### src/rtl/seq_ratio_scaler.sv
// Sequential ratio scaler: out = in * num / den through a shared restoring divider,
// with selectable rounding, output saturation and divide-by-zero flagging.
//
//   state  | meaning
//   -------+-----------------------------------------------------------
//   IDLE   | waiting for an operand, in_ready=1
//   MUL    | register |in|*num and the result sign, load divider count
//   DIV    | one restoring quotient bit per edge, MSB first, P edges
//   FIX    | rounding, sign restore, saturation / div0 forcing
//   DONE   | result held until out_ready, out_valid=1
module seq_ratio_scaler #(
    parameter int WIDTH  = 64,
    parameter int COEF_W = 8,
    parameter int ROUND  = 0
) (
    input  logic              clk,
    input  logic              rst_n,
    input  logic              in_valid,
    output logic              in_ready,
    input  logic [WIDTH-1:0]  in_data,
    input  logic [COEF_W-1:0] num,
    input  logic [COEF_W-1:0] den,
    output logic              out_valid,
    input  logic              out_ready,
    output logic [WIDTH-1:0]  out_data,
    output logic              out_sat,
    output logic              out_div0
);

    localparam int P     = WIDTH + COEF_W;
    localparam int CNT_W = $clog2(P + 1);

    localparam logic [P:0]       LIM  = (P+1)'(1) << (WIDTH - 1);
    localparam logic [WIDTH-1:0] MAXV = {1'b0, {(WIDTH-1){1'b1}}};
    localparam logic [WIDTH-1:0] MINV = {1'b1, {(WIDTH-1){1'b0}}};

    typedef enum logic [2:0] {
        S_IDLE = 3'd0,
        S_MUL  = 3'd1,
        S_DIV  = 3'd2,
        S_FIX  = 3'd3,
        S_DONE = 3'd4
    } state_t;

    state_t state_q, state_d;

    logic [WIDTH-1:0]  in_q,       in_d;
    logic [COEF_W-1:0] num_q,      num_d;
    logic [COEF_W-1:0] den_q,      den_d;
    logic [P-1:0]      quo_q,      quo_d;
    logic [COEF_W-1:0] rem_q,      rem_d;
    logic              sign_q,     sign_d;
    logic [CNT_W-1:0]  cnt_q,      cnt_d;
    logic [WIDTH-1:0]  out_data_q, out_data_d;
    logic              out_sat_q,  out_sat_d;
    logic              out_div0_q, out_div0_d;

    logic [WIDTH-1:0]  abs_in;
    logic [COEF_W:0]   rem_sh;
    logic              take;
    logic [COEF_W:0]   rem_sub;
    logic              round_up;
    logic [P:0]        mag;
    logic              pos_ovf;
    logic              neg_ovf;
    logic              in_zero;
    logic [WIDTH-1:0]  res_data;
    logic              res_sat;
    logic              res_div0;

    // State register
    always_ff @(posedge clk or negedge rst_n) begin
        if (!rst_n) begin
            state_q <= S_IDLE;
        end else begin
            state_q <= state_d;
        end
    end

    // Next-state logic
    always_comb begin
        state_d = state_q;
        case (state_q)
            S_IDLE:  if (in_valid) state_d = S_MUL;
            S_MUL:   state_d = S_DIV;
            S_DIV:   if (cnt_q == CNT_W'(1)) state_d = S_FIX;
            S_FIX:   state_d = S_DONE;
            S_DONE:  if (out_ready) state_d = S_IDLE;
            default: state_d = S_IDLE;
        endcase
    end

    // Output logic
    always_comb begin
        in_ready  = (state_q == S_IDLE);
        out_valid = (state_q == S_DONE);
        out_data  = out_data_q;
        out_sat   = out_sat_q;
        out_div0  = out_div0_q;
    end

    // Divider step and result shaping
    always_comb begin
        abs_in  = in_q[WIDTH-1] ? (WIDTH'(0) - in_q) : in_q;
        rem_sh  = {rem_q, quo_q[P-1]};
        take    = (rem_sh >= {1'b0, den_q});
        rem_sub = take ? (rem_sh - {1'b0, den_q}) : rem_sh;

        // rem < den after the last step, so 2*rem fits in COEF_W+1 bits
        round_up = (ROUND != 0) && ({rem_q, 1'b0} >= {1'b0, den_q});
        mag      = {1'b0, quo_q} + (P+1)'(round_up);
        pos_ovf  = (mag >= LIM);
        neg_ovf  = (mag > LIM);
        in_zero  = (in_q == '0);

        res_data = '0;
        res_sat  = 1'b0;
        res_div0 = 1'b0;
        if (den_q == '0) begin
            res_div0 = 1'b1;
            if (!in_zero) begin
                res_sat  = 1'b1;
                res_data = sign_q ? MINV : MAXV;
            end
        end else if (sign_q) begin
            if (neg_ovf) begin
                res_sat  = 1'b1;
                res_data = MINV;
            end else begin
                res_data = WIDTH'(0) - mag[WIDTH-1:0];
            end
        end else begin
            if (pos_ovf) begin
                res_sat  = 1'b1;
                res_data = MAXV;
            end else begin
                res_data = mag[WIDTH-1:0];
            end
        end
    end

    // Datapath next-state
    always_comb begin
        in_d       = in_q;
        num_d      = num_q;
        den_d      = den_q;
        quo_d      = quo_q;
        rem_d      = rem_q;
        sign_d     = sign_q;
        cnt_d      = cnt_q;
        out_data_d = out_data_q;
        out_sat_d  = out_sat_q;
        out_div0_d = out_div0_q;
        case (state_q)
            S_IDLE: begin
                if (in_valid) begin
                    in_d  = in_data;
                    num_d = num;
                    den_d = den;
                end
            end
            S_MUL: begin
                quo_d  = P'(abs_in) * P'(num_q);
                rem_d  = '0;
                sign_d = in_q[WIDTH-1];
                cnt_d  = CNT_W'(P);
            end
            S_DIV: begin
                quo_d = {quo_q[P-2:0], take};
                rem_d = rem_sub[COEF_W-1:0];
                cnt_d = cnt_q - CNT_W'(1);
            end
            S_FIX: begin
                out_data_d = res_data;
                out_sat_d  = res_sat;
                out_div0_d = res_div0;
            end
            S_DONE: begin
                if (out_ready) begin
                    out_data_d = '0;
                    out_sat_d  = 1'b0;
                    out_div0_d = 1'b0;
                end
            end
            default: ;
        endcase
    end

    always_ff @(posedge clk or negedge rst_n) begin
        if (!rst_n) begin
            in_q       <= '0;
            num_q      <= '0;
            den_q      <= '0;
            quo_q      <= '0;
            rem_q      <= '0;
            sign_q     <= 1'b0;
            cnt_q      <= '0;
            out_data_q <= '0;
            out_sat_q  <= 1'b0;
            out_div0_q <= 1'b0;
        end else begin
            in_q       <= in_d;
            num_q      <= num_d;
            den_q      <= den_d;
            quo_q      <= quo_d;
            rem_q      <= rem_d;
            sign_q     <= sign_d;
            cnt_q      <= cnt_d;
            out_data_q <= out_data_d;
            out_sat_q  <= out_sat_d;
            out_div0_q <= out_div0_d;
        end
    end

endmodule

### config.mk
export PLATFORM = sky130hd
export DESIGN_NAME = seq_ratio_scaler
export DESIGN_NICKNAME = d
export VERILOG_FILES = /design/src/rtl/seq_ratio_scaler.sv
export SDC_FILE = /design/constraint.sdc
export NUM_CORES = 2
export LEC_CHECK = 0
export ABC_AREA = 1
export BUFFER_PORTS_ARGS = -buffer_cell sky130_fd_sc_hd__buf_2
export CORE_MARGIN = 2
export CORE_UTILIZATION = 60
export DETAILED_ROUTE_END_ITERATION = 8
export PLACE_DENSITY = 0.78
export REMOVE_ABC_BUFFERS = 1
export SYNTH_ARGS = -nofsm -noshare
export SYNTH_HDL_FRONTEND = slang
export SYNTH_SLANG_ARGS = --single-unit
### constraint.sdc
create_clock -name clk -period 6.75 [get_ports clk]
set_input_delay 0.675 -clock clk [delete_from_list [all_inputs] [get_ports clk]]
set_output_delay 0.675 -clock clk [all_outputs]
set_load 0.02 [all_outputs]
==> metrics.md <==
| Metric | Value |
|---|---|
| Reg2reg start | in_q[35] |
| TNS Setup | 0 ns |
| Fmax | 154 MHz |
| Layout Skew | around 0.023 ns |
| Fin crit share | 0.965 |
| Nets@finish | roughly 5000 |
| Hold_ws | roughly 0.048 ns |
| CP peak stage delay | roughly 0.58 ns |
| Delay-heaviest family, CP | simple AND/OR/NAND/NOR gates |
| Antenna Violating Nets Remaining | 0 |
| Wire per inst | 18.9 um |
| Post-synth EDFFs | 0 |
| Arrival time at the worst endpoint | 6.98 ns |
| Status | finished, final reports clean |
| Crit-path max FO | 8 |
| Fillers | roughly 4700 |
| Wire length of the first global-routing pass | 158000 um |
| Iteration-0 DRC count of the detailed router | around 2400 |
| Count of final setup violators | 0 |
| CP Capture Type | register |
| Crit path time final | between 6 and 7 ns |
| Crit Reg-Reg Endpoint | quo_q[43] |
| Mapped Cells | between 4000 and 5000 |
| Worst setup SP type | register |
| Hold Fails Final Rpt | 0 |
| Rows | 84 |
| Clock transition at the registers of the reported paths | ~0.060 ns |
| Synthesized area | about 0.032 mm^2 |
| Initial Util | 0.604 |
| Pre-Repair DR Iteration Count | 6 |
| CTS Buffer Depth | 3 |
| GRT Overall Usage | 0.374 |
| GP Congestion | 1.00 |
| Ranking of synthesized cells by area | fa_1 24%, dfrtp_1 19%, nand2_1 10% |
| Via Count | approximately 30000 |
| CP bufs+invs | 4 |
| Ys async rst share | 1.00 |
| Skew-Pair Late Insertion Delay | just over 0.6 ns |
| CTS tree | yes |
| Seq/Total Area, Yosys | 0.188 |
| R2R Setup Slk | between 0.2 and 0.25 ns |
| Post-synth top flop | dfrtp_1 |
| Detail Placement HPWL | around 80000 um |
| CP max stage cell | fa_1 |
| CORE AREA | around 0.052 mm^2 |
| Tightest Pin Transition | ~1.1 ns |
| Final Cell Area | around 0.034 mm^2 |
| Area leader, netlist | fa_1 |
| Top cell type's share of synthesized area | 0.237 |
| Worst-case reg-to-reg path depth | 27 |
| Yosys reg bits | approximately 240 |
| H-tree Lvls | 1 |
| Rel. slew slack | 0.251 |
| Die Span Y | 233 um |
| Syn. warnings | 0 |
| WL final | 99700 um |
| GR Overflow Total | 0 |
| Critical path type | reg -> reg |
| Hold buffer count at cts | 0 |
| Netlist cell types | 55 |
| Layout cells sized above 1 | 0.0869 |
| IO buf count | approximately 150 |
| DIE WIDTH | approximately 230 um |
| Final Instance Count excl. Fillers | 5278 |
| Most frequent CP cell | nor2_1 |
| DRC viols | 0 |
| Commonest cells in the netlist | 875 x nand2_1, 789 x nor2_1, 777 x inv_1, 373 x fa_1, 258 x a21oi_1 |
| # diodes | 0 |
| Total CTS buffers | 29 |
| Most common cell in the netlist | nand2_1 |
| WP data required | around 7.2 ns |
| Num ports | between 150 and 200 |
| Inst Count DP | around 5200 |
| Vias per cell | about 5.6 |
| Area growth syn-to-layout | 8.85% |
| Syn Area/Cell | slightly above 7 um^2 |
| Initial antenna violation count | 1 |
| Clk sinks | approximately 240 |
| Largest net degree at the start of global routing | around 140 |
| Final slew viol count | 0 |
| Number of global-route vias before repair | slightly below 30000 |
| CTS Root Cell | clkbuf_16 |
| Max cap viols | 0 |
| Die Area | 0.0544 mm^2 |
| HP Class | in -> async |
| Post-DP Area | between 0.03 and 0.04 mm^2 |
## cell families (layout without fill, tap and decap cells)
kind of cell             Yosys count  in the layout  share of synthesized area
AND/OR/NAND/NOR                 2097           2097                      0.279
buffers and inverters            944           1069                      0.114
AO/OA/AOI/OAI                    584            584                      0.105
adder cells (fa/ha/maj)          477            477                      0.278
flip-flops                       237            237                      0.188
XOR/XNOR                         117            117                     0.0337
multiplexers                       9              9                    0.00321
## registers in the layout (all words and copies together), names as in the netlist
register  flops
out_div0      1
out_data     64
out_sat       1
den_q         8
num_q         8
state_q       3
in_q         64
quo_q        72
cnt_q         7
sign_q        1
rem_q         8
## layer usage
metal  up-vias  share of wire  track usage
li1      14000              -            -
met1     14000           0.40        0.492
met2      1449           0.46        0.604
met3       285          0.088       0.0671
met4         4          0.054        0.169
met5         -        0.00021            0
## cells in the final DEF (no fill, tap or decap), types with 52 or more instances in the layout
| cell type | count |
|---|---|
| buf_4 | 55 |
| nor2_1 | 780 |
| dfrtp_1 | 235 |
| nor3_1 | 52 |
| inv_1 | 775 |
| xor2_1 | 87 |
| nand2_1 | 870 |
| fa_1 | 373 |
| ha_1 | 102 |
| nand3_1 | 209 |
| a21oi_1 | 256 |
| buf_2 | 150 |
| o21ai_0 | 127 |
## worst max path at each step
stage / start / to / slack [ns] / cells after the start
floorplan: in_q[63] / quo_q[43] / -0.22 / 24
global placement: in_q[4] / quo_q[63] / 0.03 / 27
detailed placement: in_q[0] / quo_q[63] / 0.01 / 27
CTS: in_q[0] / quo_q[43] / 0.08 / 28
global route: in_q[8] / quo_q[59] / -0.02 / 29
finish: in_q[35] / quo_q[43] / 0.24 / 27
## layout make-up
| class | count | area [um^2] | share of cell area |
|---|---|---|---|
| tap | 688 | 861 | 0.0251 |
| inverter | 807 | 3030 | 0.0884 |
| clock inverter | 9 | 120 | 0.00350 |
| timing repair buffer | 214 | 1340 | 0.0390 |
| sequential | 237 | 5930 | 0.173 |
| clock buffer | 39 | 813 | 0.0237 |
| multi-input combinational | 3284 | 22200 | 0.648 |
## stage by stage
stage | setup slack [ns] | util
floorplan | -0.222 | -
global placement | 0.0295 | 0.635
detailed placement | 0.0149 | 0.635
CTS | 0.0812 | 0.653
global route | -0.0176 | 0.657
finish | 0.239 | 0.657
## timing repair
action,CTS,global route
buffers inserted,0,5
setup endpoints to repair,1,42
pin swaps,0,3
hold endpoints to repair,0,0
resized for setup,1,46
Power is left out: the tool's default activity adds up to more than one toggle a clock period on the data nets, which glitch-free logic cannot reach.
